==> src/rtl/game_sequencer.sv <==
// Play controller: owns the board and piece registers, arbitrates buttons against
// the gravity timer, and sequences one move_piece or drop operation at a time.
module game_sequencer #(
  parameter int unsigned DROP_PERIOD = 16,
  parameter int unsigned GW          = 8,
  parameter logic [4:0]  SPAWN_LOC   = 5'd1
) (
  input  logic        clka,
  input  logic        reset,
  input  logic        game_start,
  input  logic        btn_left,
  input  logic        btn_right,
  input  logic        btn_rotate,
  output logic        mp_start,
  output logic        mp_left,
  output logic        mp_right,
  output logic        mp_rotate,
  input  logic        mp_done,
  input  logic [4:0]  mp_new_location,
  input  logic [1:0]  mp_new_rotation,
  input  logic [31:0] mp_new_board_state,
  output logic        dr_start,
  input  logic        dr_done,
  input  logic        dr_landed,
  input  logic [4:0]  dr_new_location,
  input  logic [31:0] dr_new_board_state,
  output logic [31:0] board_state,
  output logic [1:0]  piece_type,
  output logic [4:0]  piece_location,
  output logic [1:0]  piece_rotation,
  output logic        busy,
  output logic        game_over,
  output logic [7:0]  pieces_placed
);

  typedef enum logic [2:0] {
    S_IDLE,
    S_SPAWN,
    S_WAIT_CMD,
    S_MOVE_REQ,
    S_MOVE_WAIT,
    S_DROP_REQ,
    S_DROP_WAIT,
    S_GAME_OVER
  } state_e;

  localparam logic [GW-1:0] GRAV_LAST = GW'(DROP_PERIOD - 1);

  state_e        state_q, state_d;
  logic [31:0]   board_q, board_d;
  logic [1:0]    type_q, type_d;
  logic [1:0]    type_cnt_q, type_cnt_d;
  logic [4:0]    loc_q, loc_d;
  logic [1:0]    rot_q, rot_d;
  logic [7:0]    placed_q, placed_d;
  logic [GW-1:0] grav_cnt_q, grav_cnt_d;
  logic          pend_left_q, pend_left_d;
  logic          pend_right_q, pend_right_d;
  logic          pend_rot_q, pend_rot_d;
  logic          pend_grav_q, pend_grav_d;
  logic          left_prev_q, left_prev_d;
  logic          right_prev_q, right_prev_d;
  logic          rot_prev_q, rot_prev_d;
  // {rotate, right, left}; held from MOVE_REQ until mp_done
  logic [2:0]    cmd_q, cmd_d;

  logic active;

  always_comb begin
    state_d      = state_q;
    board_d      = board_q;
    type_d       = type_q;
    type_cnt_d   = type_cnt_q;
    loc_d        = loc_q;
    rot_d        = rot_q;
    placed_d     = placed_q;
    grav_cnt_d   = grav_cnt_q;
    cmd_d        = cmd_q;
    left_prev_d  = btn_left;
    right_prev_d = btn_right;
    rot_prev_d   = btn_rotate;

    active = (state_q != S_IDLE) && (state_q != S_GAME_OVER);

    pend_left_d  = 1'b0;
    pend_right_d = 1'b0;
    pend_rot_d   = 1'b0;
    pend_grav_d  = 1'b0;
    if (active) begin
      pend_left_d  = pend_left_q  | (btn_left   & ~left_prev_q);
      pend_right_d = pend_right_q | (btn_right  & ~right_prev_q);
      pend_rot_d   = pend_rot_q   | (btn_rotate & ~rot_prev_q);
      pend_grav_d  = pend_grav_q;
      if (grav_cnt_q == GRAV_LAST) begin
        grav_cnt_d  = '0;
        pend_grav_d = 1'b1;
      end else begin
        grav_cnt_d = grav_cnt_q + GW'(1);
      end
    end

    // State actions below run after flag capture so that a service clear wins.
    unique case (state_q)
      S_IDLE: begin
        if (game_start) state_d = S_SPAWN;
      end
      S_SPAWN: begin
        if (board_q[SPAWN_LOC]) begin
          state_d = S_GAME_OVER;
        end else begin
          board_d     = board_q | (32'd1 << SPAWN_LOC);
          loc_d       = SPAWN_LOC;
          rot_d       = '0;
          type_d      = type_cnt_q;
          type_cnt_d  = type_cnt_q + 2'd1;
          grav_cnt_d  = '0;
          pend_grav_d = 1'b0;
          state_d     = S_WAIT_CMD;
        end
      end
      S_WAIT_CMD: begin
        if (pend_grav_q) begin
          pend_grav_d = 1'b0;
          state_d     = S_DROP_REQ;
        end else if (pend_rot_q) begin
          pend_rot_d = 1'b0;
          cmd_d      = 3'b100;
          state_d    = S_MOVE_REQ;
        end else if (pend_left_q && pend_right_q) begin
          pend_left_d  = 1'b0;
          pend_right_d = 1'b0;
        end else if (pend_left_q) begin
          pend_left_d = 1'b0;
          cmd_d       = 3'b001;
          state_d     = S_MOVE_REQ;
        end else if (pend_right_q) begin
          pend_right_d = 1'b0;
          cmd_d        = 3'b010;
          state_d      = S_MOVE_REQ;
        end
      end
      S_MOVE_REQ: state_d = S_MOVE_WAIT;
      S_MOVE_WAIT: begin
        if (mp_done) begin
          loc_d   = mp_new_location;
          rot_d   = mp_new_rotation;
          board_d = mp_new_board_state;
          cmd_d   = '0;
          state_d = S_WAIT_CMD;
        end
      end
      S_DROP_REQ: state_d = S_DROP_WAIT;
      S_DROP_WAIT: begin
        if (dr_done) begin
          loc_d   = dr_new_location;
          board_d = dr_new_board_state;
          if (dr_landed) begin
            if (placed_q != 8'hFF) placed_d = placed_q + 8'd1;
            state_d = S_SPAWN;
          end else begin
            state_d = S_WAIT_CMD;
          end
        end
      end
      S_GAME_OVER: begin
        if (game_start) begin
          board_d  = '0;
          placed_d = '0;
          state_d  = S_SPAWN;
        end
      end
      default: state_d = S_IDLE;
    endcase
  end

  always_ff @(posedge clka) begin
    if (reset) begin
      state_q      <= S_IDLE;
      board_q      <= '0;
      type_q       <= '0;
      type_cnt_q   <= '0;
      loc_q        <= '0;
      rot_q        <= '0;
      placed_q     <= '0;
      grav_cnt_q   <= '0;
      pend_left_q  <= 1'b0;
      pend_right_q <= 1'b0;
      pend_rot_q   <= 1'b0;
      pend_grav_q  <= 1'b0;
      left_prev_q  <= 1'b0;
      right_prev_q <= 1'b0;
      rot_prev_q   <= 1'b0;
      cmd_q        <= '0;
    end else begin
      state_q      <= state_d;
      board_q      <= board_d;
      type_q       <= type_d;
      type_cnt_q   <= type_cnt_d;
      loc_q        <= loc_d;
      rot_q        <= rot_d;
      placed_q     <= placed_d;
      grav_cnt_q   <= grav_cnt_d;
      pend_left_q  <= pend_left_d;
      pend_right_q <= pend_right_d;
      pend_rot_q   <= pend_rot_d;
      pend_grav_q  <= pend_grav_d;
      left_prev_q  <= left_prev_d;
      right_prev_q <= right_prev_d;
      rot_prev_q   <= rot_prev_d;
      cmd_q        <= cmd_d;
    end
  end

  assign mp_start       = (state_q == S_MOVE_REQ);
  assign dr_start       = (state_q == S_DROP_REQ);
  assign mp_left        = cmd_q[0];
  assign mp_right       = cmd_q[1];
  assign mp_rotate      = cmd_q[2];
  assign busy           = (state_q == S_MOVE_REQ) || (state_q == S_MOVE_WAIT) ||
                          (state_q == S_DROP_REQ) || (state_q == S_DROP_WAIT);
  assign game_over      = (state_q == S_GAME_OVER);
  assign board_state    = board_q;
  assign piece_type     = type_q;
  assign piece_location = loc_q;
  assign piece_rotation = rot_q;
  assign pieces_placed  = placed_q;

endmodule

==> config.mk <==
export PLATFORM = sky130hd
export DESIGN_NAME = game_sequencer
export DESIGN_NICKNAME = d
export VERILOG_FILES = /design/src/rtl/game_sequencer.sv
export SDC_FILE = /design/constraint.sdc
export NUM_CORES = 1
export LEC_CHECK = 0
export CORE_MARGIN = 1.5
export CORE_UTILIZATION = 43
export CTS_CLUSTER_DIAMETER = 50
export DETAILED_ROUTE_END_ITERATION = 16
export PLACE_DENSITY = 0.8
export SYNTH_ARGS = -nofsm -noshare
export SYNTH_HDL_FRONTEND = slang
export SYNTH_SLANG_ARGS = --single-unit
==> constraint.sdc <==
create_clock -name clka -period 1.9 [get_ports clka]
set_input_delay 0.285 -clock clka [delete_from_list [all_inputs] [get_ports clka]]
set_output_delay 0.285 -clock clka [all_outputs]
set_load 0.02 [all_outputs]
# After elaboration in Yosys (flattened, before gate mapping)
# Cells that the tools add are included.
dict set report totals {
  output_inout_bits 56
  elab_cells 135
  register_bits 72
}
dict set report op_classes {
  n_eq_ne 22
  add_sub_neg 3
  mux 60
  n_reduce_logical 22
  bitwise 11
}
# cell n
set ops {}
lappend ops {{32-bit case mux with 4 select lines} 1}
lappend ops {{32-bit 2-to-1 mux} 3}
lappend ops {{8-bit 2-to-1 mux} 8}
lappend ops {{3-bit 2-to-1 mux} 15}
lappend ops {{1-bit 2-to-1 mux} 21}
lappend ops {{3-bit case mux with 7 select lines} 1}
lappend ops {{5-bit AND reduction} 4}
lappend ops {{8-bit by 1-bit adder with 8-bit output (second input constant)} 2}
lappend ops {{8-bit case mux with 2 select lines} 1}
lappend ops {{5-bit 2-to-1 mux} 3}
lappend ops {{5-bit case mux with 3 select lines} 1}
lappend ops {{2-bit inequality test (second input constant)} 7}
lappend ops {{3-bit == test (second input constant)} 4}
lappend ops {{3-bit nonzero test} 3}
lappend ops {{8-bit by 4-bit == test with 1-bit output (second input constant)} 1}
lappend ops {{4-bit inequality test (second input constant)} 2}
lappend ops {{8-bit inequality test (second input constant)} 1}
lappend ops {{4-bit AND reduction} 2}
lappend ops {{3-bit by 2-bit == test with 1-bit output (second input constant)} 2}
lappend ops {{2-bit 2-to-1 mux} 3}
lappend ops {{3-bit inequality test (second input constant)} 2}
lappend ops {{3-bit case mux with 2 select lines} 1}
lappend ops {{2-bit nonzero test} 3}
lappend ops {{5-bit inequality test (second input constant)} 1}
lappend ops {{15 further kinds} 26}

# Logic depth before layout (Yosys ltp)
# Gate-level depths: netlist of the first run.
dict set report logic_depth {
  depth_word 10
  ltp_mapped 7
}

# Worst setup path before layout of the first run
# Ideal clock, no wire load.
dict set report synth_timing {
  kind {flip-flop to flip-flop}
  startpoint {register placed_q[0], in the netlist pieces_placed[0]}
  endpoint {register placed_q[2], in the netlist pieces_placed[2]}
  synth_period_minus_slack_ns 1.718
  t_required_ns 1.829
  stages_incl_launch_ff 7
  arrival_time_ns 1.648
  setup_slack_ns 0.182
  cell_sequence {dfxtp_1 ha_1 and2_0 and4_4 buf_6 or4_1 a21oi_1}
}
dict set report synth_via {
  elab_chain_len 5
  elab_cells_between_ends 8
  cone_classes {add/sub: 1; eq/ne: 2; mux: 4; reduce/logical: 1}
}
# element line
set synth_lines {}
lappend synth_lines {{start: declaration} 55} ;# logic [7:0] placed_q, placed_d;
lappend synth_lines {{start signal: assignment} 201} ;# placed_q <= placed_d;
lappend synth_lines {{8-bit by 1-bit adder with 8-bit output} 158} ;# if (placed_q != 8'hFF) placed_d = placed_q + 8'd1;
lappend synth_lines {{8-bit 2-to-1 mux} 158}
lappend synth_lines {{8-bit 2-to-1 mux} 157} ;# if (dr_landed) begin
lappend synth_lines {{8-bit 2-to-1 mux} 154} ;# if (dr_done) begin
lappend synth_lines {{8-bit case mux with 2 select lines} 103} ;# unique case (state_q)
# Parallel ways exist; a longest one is shown, timed or not. The select of a mux whose other input is x is not followed.
# A chain may end at the register's enable or synchronous reset.

# Worst setup path in the final report of the first run
dict set report layout_timing {
  startpoint {register state_q[0]}
  endpoint {register state_q[1]}
}
dict set report layout_via {
  elab_chain_len 4
  elab_cells_between_ends 16
  cone_classes {eq/ne: 12; mux: 1; reduce/logical: 3}
}
# element line
set layout_lines {}
lappend layout_lines {{start: declaration} 49} ;# state_e state_q, state_d;
lappend layout_lines {{start signal: assignment} 195} ;# state_q <= state_d;
lappend layout_lines {{3-bit == test or 3-bit logical NOT (tied branches)} 103}
lappend layout_lines {{2-bit OR reduction (no source line)} --}
lappend layout_lines {{2-bit by 1-bit inequality test with 1-bit output (no source line)} --}
lappend layout_lines {{5-bit AND reduction (no source line)} --}
# Parallel ways exist; a longest one is shown, timed or not.

==> qor.yml, run 1 <==
outcome:
  status: "finished, final reports clean"
route:
  wire_per_inst_um: 16.0
  drc: 0
  drt-pass1-iter-count: 4
  vias_per_cell: 5.60
  drt_wl_total_um: 10300
  ant_nets: 0
  vias: 3592
  drt_iter0_drc: 184
run:
  maxCapViolations: 0
setup_path:
  crit_type: "register to register"
  cp_max_fo: 12
  r2r-end: "state_q[1]"
  arrival_ps: 2040
  cp_slowest_cell: "or4b_4"
  cp-end-kind: "register"
  reg2reg_depth: 5
  path_cells: "buf_4 -> or4b_4 -> o32ai_2 -> a21oi_1 -> o32ai_1"
  startpoint_type: "register"
  critPathTopFamily: "compound AO/OA/AOI/OAI gates"
  crit_required_ps: 2140
  critPathLaunch: "state_q[0]"
  cp_num_buf_inv: 1
  max_stage_delay_ps: 530
  r2r_slack_ps: 100
  regToRegStartpoint: "state_q[0]"
finish:
  ff_latch_area_um2: 1450
  nets: 622
  syn_to_final_growth_pct: 52.4
  fill_cells: 667
  drive_gt1_frac: 0.111
  fin_cells: 642
  final_core_util: 0.679
  multi_input_comb_area_um2: 1810
  diodes: 0
grt:
  grt-ovfl-total: 0
  grt_pass1_vias: 3516
  grt_max_degree: 37
  grt_antenna_before_repair: 0
  grt_util_all_layers: 0.244
  grt_first_pass_wirelength_um: 16600
clock_tree:
  root_buffer: "clkbuf_8"
  cts-resized-gates: 8
  cts_max_path_buffers: 2
  clock_sinks: 72
  cts_tree: "built"
  htree_levels: 3
  post_cts_buffers: 0
  numCtsBuffers: 9
  postCtsHoldBufs: 0
  clkSlewWorstSetupHoldPaths_ps: 80
  insertion_delay_ps: 350
timing:
  finClkSkew_ps: 7.11
  fmaxAchievable_ghz: 0.556
  period_needed_ps: 1800
  relSlewSlack: 0.628
  worst_slew_pin_slew_ps: 553
  final_hold_viol_count: 0
  min_period_over_period: 0.947
  maxSlewViolCount: 0
  rsz0062_at_grt: "no"
  setup_viol: 0
  whs_ps: 319
placed_design:
  port_buffers: 140
  place_inst: 626
  hpwl_um: 7730
  gp_congestion: 0.843
min_path:
  hold_class: "input port to register"
  hold_path_depth: 2
  holdCritStartpoint: "reset"
  hold_end: "type_cnt_q[0]"
yosys:
  synthFlopType: "dfxtp_1"
  seq_area_frac_synth: 0.417
  syn-num-nets: 478
  synth_cell_type_count: 55
  syn_area_um2: 3460
  synth_enable_flop_cells: 0
  synth.avg_cell_area_um2: 8.85
  ys_seq_elements: 72
  synth_async_sr_flop_share: 0
  syn_inst: 391
  ys_warn_count: 0
power_and_ir_drop:
  clock_power_share: 0.251
  p_sw_frac: 0.350
  max-vdd-ir-drop_uv: 466
  p_int_mw: 3.13
  power.share.sequential: 0.387
  p_switching_mw: 1.68
  power.total_mw: 4.81
  leakage_nw: 1.72
  powerDensity_nw_per_um2: 912
  share_comb_of_total_power: 0.362
floorplan:
  die-area_um2: 8590
  pin_count: 141
  coreArea_um2: 7770
  die_h_um: 92.7
  fp.dieW_um: 92.7
  fp-row-count: 32
  initial_core_util: 0.445
==> cells by family (layout without fill, tap and decap cells) <==
group	after synthesis	in the layout	synth area share
AOI/OAI and AO/OA	157	157	0.302
xor gates and xnor gates	11	11	0.0278
adders and majority gates	2	2	0.00723
buffers and inverters	43	192	0.0626
DFF	72	72	0.417
muxes	4	4	0.0116
and+or+nand+nor	102	102	0.172
==> power groups by stage <==
stage               logic [mW]  clock network [mW]  registers, mW
floorplan                0.897                   0           1.96
global placement          1.70                   0           1.88
detailed placement        1.74                   0           1.89
CTS                       1.74                1.23           1.86
global route              1.89                1.30           1.89
finish                    1.74                1.21           1.86
==> registers in the layout (all words and copies together), names as in the netlist, 2 cells and up <==
signal          cells
state_q             3
grav_cnt_q          8
piece_location      5
piece_type          2
pieces_placed       8
piece_rotation      2
cmd_q               3
type_cnt_q          2
board_state        32
==> cells in the mapped netlist, types with 5 or more instances <==
cell type	n	share of area
buf_2	8	0.012
nor2_1	18	0.020
nand2_1	15	0.016
clkbuf_1	21	0.023
xnor2_1	7	0.018
inv_1	7	0.0076
nand3_1	15	0.022
a22oi_1	36	0.078
o21ai_0	8	0.012
buf_6	6	0.020
nor4_1	5	0.0090
nor3_1	11	0.016
a211oi_1	37	0.080
or4_1	5	0.011
dfxtp_1	72	0.42
a21oi_1	53	0.077
==> worst reg2reg max path: stages (launching register included) <==
cell and delay, ps:
dfxtp_4 390, buf_4 170, or4b_4 530, o32ai_2 310, a21oi_1 70, o32ai_1 230
==> metal layers <==
metal | track usage | part of all wire | vias to the layer above
met3 | 0.0747 | 0.064 | 19
met4 | 0.0909 | 0.025 | 0
li1 | - | - | 1772
met1 | 0.290 | 0.41 | 1679
met2 | 0.412 | 0.50 | 122
met5 | 0 | 0 | -
==> metrics by stage <==
step / setup WS, ps / setup TNS [ps] / instance area, um2
3_5_place_dp: -84.5 / -1460 / 5070
4_1_cts: 110 / 0 / 5270
6_report: 101 / 0 / 5270
2_1_floorplan: 182 / 0 / 3460
3_3_place_gp: -22.2 / -57.2 / 5070
5_1_grt: 32.6 / 0 / 5270
==> cell usage in the layout (no fill, tap or decap), types with 11 or more instances in the layout <==
| master | instances |
|---|---|
| a22oi_1 | 36 |
| buf_4 | 25 |
| nand3_1 | 15 |
| dfxtp_1 | 69 |
| clkdlybuf4s50_1 | 135 |
| a211oi_1 | 37 |
| nand2_1 | 15 |
| nor2_1 | 18 |
| nor3_1 | 11 |
| a21oi_1 | 53 |
==> area by class of cell <==
class | count | share of cell area
Multi-Input combinational cell | 276 | 0.344
Timing Repair Buffer | 169 | 0.315
Sequential cell | 72 | 0.275
Tap cell | 102 | 0.0242
Clock buffer | 9 | 0.0235
Clock inverter | 7 | 0.0135
Inverter | 7 | 0.00498
==> how the worst max path moves through the flow <==
stage	depth (start not counted)	to	slack [ps]
2_1_floorplan	6	pieces_placed[2]	180
3_3_place_gp	5	pieces_placed[7]	-20
3_5_place_dp	6	board_state[28]	-80
4_1_cts	1	board_state[1]	110
5_1_grt	5	state_q[1]	30
6_report	5	state_q[1]	100
No activity file was read; power rests on OpenSTA's default activity.
==> run 2: changes to the inputs <==
--- a/config.mk
+++ b/config.mk
@@ -5,6 +5,7 @@
 export SDC_FILE = /design/constraint.sdc
 export NUM_CORES = 1
 export LEC_CHECK = 0
+export CAP_MARGIN = 20
 export CORE_MARGIN = 1.5
 export CORE_UTILIZATION = 43
 export CTS_CLUSTER_DIAMETER = 50
==> results of run 2 <==
Final layout, timing and power as in run 1 (identical DEF).
